### src/rtl/fir_out_serializer.sv
// fir_out_serializer: buffers signed FIR results in a small FIFO and emits each
// word as two bytes (low byte, then sign-extended high byte) on a valid/ready
// byte port. The upstream FIR stage cannot be stalled, so samples arriving at a
// full FIFO are dropped and recorded in a sticky overflow flag.
module fir_out_serializer #(
    parameter int DATA_W = 14,
    parameter int DEPTH  = 4,
    localparam int AW    = $clog2(DEPTH)
) (
    input  logic              clk,
    input  logic              rst_n,
    input  logic              s_valid,
    input  logic [DATA_W-1:0] s_data,
    output logic              m_valid,
    input  logic              m_ready,
    output logic [7:0]        m_data,
    output logic              m_last,
    output logic [AW:0]       level,
    output logic              overflow,
    input  logic              clr_ovf
);

    typedef enum logic {
        PH_LO = 1'b0,
        PH_HI = 1'b1
    } phase_t;

    localparam logic [AW:0] LVL_FULL  = (AW+1)'(DEPTH);
    localparam logic [AW:0] LVL_EMPTY = {(AW+1){1'b0}};
    localparam logic [AW:0] LVL_ONE   = (AW+1)'(1);
    localparam logic [AW-1:0] PTR_ONE = AW'(1);

    logic [DATA_W-1:0] mem_r [DEPTH];
    logic [AW-1:0]     wr_ptr_r;
    logic [AW-1:0]     rd_ptr_r;
    logic [AW:0]       level_r;
    logic              overflow_r;
    phase_t            phase_r;
    phase_t            phase_nxt_s;

    logic [DATA_W-1:0] head_s;
    logic              not_empty_s;
    logic              full_s;
    logic              hs_s;
    logic              pop_s;
    logic              push_s;
    logic              drop_s;

    // High byte of a word: bits [DATA_W-1:8] sign-extended to 8 bits.
    function automatic logic [7:0] high_byte(input logic [DATA_W-1:0] w);
        logic [15:0] ext;
        ext = {16{w[DATA_W-1]}};
        ext[DATA_W-1:0] = w;
        return ext[15:8];
    endfunction

    assign head_s      = mem_r[rd_ptr_r];
    assign not_empty_s = (level_r != LVL_EMPTY);
    assign full_s      = (level_r == LVL_FULL);
    // A byte handshake only exists when a word is held; m_ready is ignored when empty.
    assign hs_s        = not_empty_s & m_ready;
    assign pop_s       = hs_s & (phase_r == PH_HI);
    // A pop in the same cycle frees a slot, so a full FIFO can still accept.
    assign push_s      = s_valid & (~full_s | pop_s);
    assign drop_s      = s_valid & full_s & ~pop_s;

    assign level    = level_r;
    assign overflow = overflow_r;

    // FIFO storage write; contents are deliberately left unreset.
    always_ff @(posedge clk) begin
        if (push_s) begin
            mem_r[wr_ptr_r] <= s_data;
        end
    end

    // Pointer, occupancy and sticky overflow bookkeeping.
    always_ff @(posedge clk or negedge rst_n) begin
        if (!rst_n) begin
            wr_ptr_r   <= {AW{1'b0}};
            rd_ptr_r   <= {AW{1'b0}};
            level_r    <= LVL_EMPTY;
            overflow_r <= 1'b0;
        end else begin
            if (push_s) begin
                wr_ptr_r <= wr_ptr_r + PTR_ONE;
            end
            if (pop_s) begin
                rd_ptr_r <= rd_ptr_r + PTR_ONE;
            end
            if (push_s && !pop_s) begin
                level_r <= level_r + LVL_ONE;
            end else if (pop_s && !push_s) begin
                level_r <= level_r - LVL_ONE;
            end else begin
                level_r <= level_r;
            end
            // A fresh drop takes priority over a concurrent clear.
            if (drop_s) begin
                overflow_r <= 1'b1;
            end else if (clr_ovf) begin
                overflow_r <= 1'b0;
            end else begin
                overflow_r <= overflow_r;
            end
        end
    end

    // Phase state register.
    always_ff @(posedge clk or negedge rst_n) begin
        if (!rst_n) begin
            phase_r <= PH_LO;
        end else begin
            phase_r <= phase_nxt_s;
        end
    end

    // Phase next-state: toggle on every byte handshake, otherwise hold.
    always_comb begin
        phase_nxt_s = phase_r;
        case (phase_r)
            PH_LO: begin
                if (hs_s) begin
                    phase_nxt_s = PH_HI;
                end else begin
                    phase_nxt_s = PH_LO;
                end
            end
            PH_HI: begin
                if (hs_s) begin
                    phase_nxt_s = PH_LO;
                end else begin
                    phase_nxt_s = PH_HI;
                end
            end
            default: begin
                phase_nxt_s = PH_LO;
            end
        endcase
    end

    // Byte-port outputs decoded from the head entry and the phase; all zero when empty.
    always_comb begin
        m_valid = 1'b0;
        m_data  = 8'h00;
        m_last  = 1'b0;
        if (not_empty_s) begin
            m_valid = 1'b1;
            if (phase_r == PH_HI) begin
                m_data = high_byte(head_s);
                m_last = 1'b1;
            end else begin
                m_data = head_s[7:0];
                m_last = 1'b0;
            end
        end else begin
            m_valid = 1'b0;
            m_data  = 8'h00;
            m_last  = 1'b0;
        end
    end

endmodule
### config.mk
export PLATFORM = sky130hd
export DESIGN_NAME = fir_out_serializer
export DESIGN_NICKNAME = d
export VERILOG_FILES = /design/src/rtl/fir_out_serializer.sv
export SDC_FILE = /design/constraint.sdc
export NUM_CORES = 1
export LEC_CHECK = 0
export CAP_MARGIN = 30
export CELL_PAD_IN_SITES_DETAIL_PLACEMENT = 0
export CELL_PAD_IN_SITES_GLOBAL_PLACEMENT = 1
export CORE_MARGIN = 2
export CORE_UTILIZATION = 40
export CTS_BUF_LIST = sky130_fd_sc_hd__clkbuf_2
export DETAILED_ROUTE_END_ITERATION = 8
export PLACE_DENSITY_LB_ADDON = 0.3
export SLEW_MARGIN = 10
export SYNTH_ARGS = -nofsm -noshare
export SYNTH_HDL_FRONTEND = slang
export SYNTH_SLANG_ARGS = --single-unit
### constraint.sdc
create_clock -name clk -period 2.5 [get_ports clk]
set_clock_uncertainty 0.2 [all_clocks]
set_input_delay 0.5 -clock clk [delete_from_list [all_inputs] [get_ports clk]]
set_output_delay 0.5 -clock clk [all_outputs]
set_load 0.01 [all_outputs]
==> results_dict.tcl <==
set metrics [dict create \
    final.setup.worst_slack_ns -0.0547 \
    final_cell_mix "edfxtp_1, mux2i_1, clkdlybuf4s50_1" \
    switchingPower_mw 1.50 \
    cp_max_fo 8 \
    violations "negative setup slack" \
    layout-drive-gt1-share_pct 33.5 \
    dp_cells 281 \
    cp_num_buf_inv 2 \
    cts.path.max_buffers 2 \
    multi_input_area_um2 825 \
    final_cell_area_mm2 0.00358 \
    dieArea_mm2 0.00745 \
    post_dp_cell_area_mm2 0.00330 \
    path_depth 5 \
    ys_seq_area_share_pct 70.4 \
    overflow 0 \
    grt_pass1_vias 1672 \
    maxSlewViolCount 0 \
    reg2reg_depth 9 \
    dr.pass1.iters 4 \
    worstSetupPathType "flop to output port" \
    wirelength_um 5440 \
    fin_crit_sh_pct 102 \
    syn_area_mm2 0.00271 \
    ios 33 \
    min_path_type "input pin to asynchronous set/reset pin" \
    final_common_cell "edfxtp_1" \
    p_comb_share_pct 50.0 \
    critPathSlowestCell "dfrtp_2" \
    relSlewSlack_pct 70.4 \
    grt_first_pass_wirelength_um 8560 \
    synth_cells 159 \
    die_y_um 86.3 \
    wl_per_cell_um 17.7 \
    cpPeakStageDelay_ns 0.48 \
    ant_nets 0 \
    power_density_mw_per_mm2 1220 \
    cts.clk_slew.worst_paths_ns 0.17 \
    via_count 1571 \
    cts_tree "yes" \
    nNetsFinal 251 \
    hold_ws_ns 0.101 \
    intPower_mw 2.86 \
    wl_met1_um 2260 \
    synth_nets 185 \
    clk_latency_ns 0.48 \
    antenna_cells 0 \
    antenna_found_initial 0 \
    start_util_pct 41.9 \
    io_buffers 32 \
    syn_avg_cell_area_um2 17.0 \
    cp_cell_sequence "buf_12, mux2i_1, a22o_4, nor3_4, buf_2" \
    htree_num_levels 3 \
    synth-seq-cells 65 \
    cap_viol_max_count 0 \
    ir_worst_vdd_v 0.000611 \
    via_per_inst 5.12 \
    grt_max_degree 15 \
    finalPower_mw 4.37 \
    fin_crit_ns 2.55 \
    wl_met3_um 224 \
    final-instance-count-excl-fill 307 \
    rsz0062_at_grt "yes" \
    nFillCells 532 \
    cellLeakagePower_nw 1.37 \
    crit_path_end_kind "output port" \
    setup_viol 6 \
    finalWeightedCongestion 0.725 \
    grt_use_total_pct 16.0 \
    power_frac_clock_pct 13.7 \
    setup_tns_ns -0.197 \
    swShare_pct 34.4 \
    syn2layout_area_growth_pct 32.2 \
    worstPathRequired_ns 1.80 \
    max_freq_ghz 0.391 \
    coreArea_mm2 0.00646 \
    die_w_um 86.3 \
    yosysWarnings 0 \
    drt_iter0_markers 99 \
    finalHoldViolCount 0 \
    pwr-share-seq_pct 36.3 \
    critical-path-top-delay-family "flip-flops" \
    ys_types 25 \
    routed.top_layer "met4" \
    tightest_slew_ns 0.442 \
    cts_inserted_buffers 9 \
    rows 29 \
    wl_met2_um 2890 \
    hpwl_um 3580 \
    regArea_mm2 0.00191 \
    ctsRootBufferMaster "clkbuf_2" \
    status "finished with violations" \
    drc 0 \
    cp-start-kind "flop" \
    cts_sinks 65 \
    crit_arrival_ns 1.85 \
]
[flip-flops by register name, summed over array words and instances, names as in the netlist]
register	count
rd_ptr_r	2
wr_ptr_r	2
mem_r	56
overflow	1
phase_r	1
level	3
[routing by layer]
| metal | vias to the layer above | track usage [%] |
|---|---|---|
| met2 | 33 | 27.6 |
| met3 | 6 | 5.33 |
| met4 | 0 | 5.68 |
| met1 | 793 | 18.7 |
| met5 | - | 0 |
| li1 | 739 | - |
[cells in the mapped netlist (all sizes together)]
cell    count  area, um2
nor3        4       25.0
fa          1       20.0
nor2        2       7.51
mux2i      28        280
nand2       2       7.51
and3        5       31.3
o21ai       1       5.00
a22o        4       35.0
ha          6       75.1
mux2        2       26.3
a22oi      10       75.1
and2        5       31.3
nor2b       5       31.3
nor4b       1       23.8
dfrtp       9        225
edfxtp     56       1680
clkbuf      2       7.51
xor2        3       26.3
buf         4       45.0
inv         6       22.5
xnor2       3       26.3
[layout make-up]
| class | instances | area share [%] |
|---|---|---|
| clock buffers | 10 | 1.40 |
| well taps | 77 | 2.69 |
| clock inverters | 6 | 1.64 |
| repair buffers | 61 | 17.1 |
| flip-flops and latches | 65 | 53.4 |
| inverters | 6 | 0.733 |
| multi-input cells | 82 | 23.0 |
[path summary, 6_finish.rpt]
kind                                      endpoint                    start  slack [ns]
setup / recovery                         m_data[5]  rd_ptr_r[1]$_DFFE_PN0N_       -0.05
hold / removal                overflow$_DFFE_PN0P_                    rst_n        0.10
setup reg to reg              level[1]$_DFFE_PN0P_     level[0]$_DFFE_PN0P_        0.04
hold reg to reg               overflow$_DFFE_PN0P_     overflow$_DFFE_PN0P_        0.36
max in group asynchronous  rd_ptr_r[0]$_DFFE_PN0N_                    rst_n        1.65
min in group clk              overflow$_DFFE_PN0P_     overflow$_DFFE_PN0P_        0.36
[what timing repair did]
| action | 4_1_cts | 5_1_grt |
|---|---|---|
| resized for setup | 53 | 12 |
| cloned | 1 | 0 |
| hold endpoints to repair | 0 | 0 |
| hold buffers | 0 | 0 |
| setup buffers | 9 | 0 |
| setup endpoints to repair | 11 | 11 |
| pin swaps | 10 | 8 |
[worst register-to-register path, delay by kind of cell, from the launching register on]
kind          cells  cell delay, ns
buf+inv           1            0.05
simple gates      4            0.64
mux               1            0.27
fa+ha+maj         3            0.76
flops             1            0.46
[per-stage QoR]
stage | util, % | worst slack (ns)
6_report | 55.5 | -0.0547
5_1_grt | 55.5 | -0.173
4_1_cts | 54.7 | -0.101
3_5_place_dp | 51.1 | -0.428
3_3_place_gp | 51.1 | -0.321
2_1_floorplan | - | -0.118
[logic make-up (layout without fill, tap and decap cells)]
kind of cell / after synthesis / count (layout) / synth area share [%]
xor gates and xnor gates: 6 / 6 / 1.94
adders and majority gates: 7 / 7 / 3.51
DFF: 65 / 65 / 70.4
buffers and inverters: 12 / 83 / 2.77
muxes: 30 / 30 / 11.3
AOI/OAI and AO/OA: 15 / 15 / 4.25
and+or+nand+nor: 24 / 24 / 5.82
[power by group through the flow]
stage | registers (mW) | clock network, mW | logic (mW)
final | 1.58 | 0.597 | 2.19
after global placement | 1.59 | 0 | 1.86
after floorplan | 1.62 | 0 | 1.02
after CTS | 1.59 | 0.616 | 2.09
after detailed placement | 1.61 | 0 | 1.94
after global routing | 1.61 | 0.670 | 2.34
No activity file was read; power rests on OpenSTA's default activity.
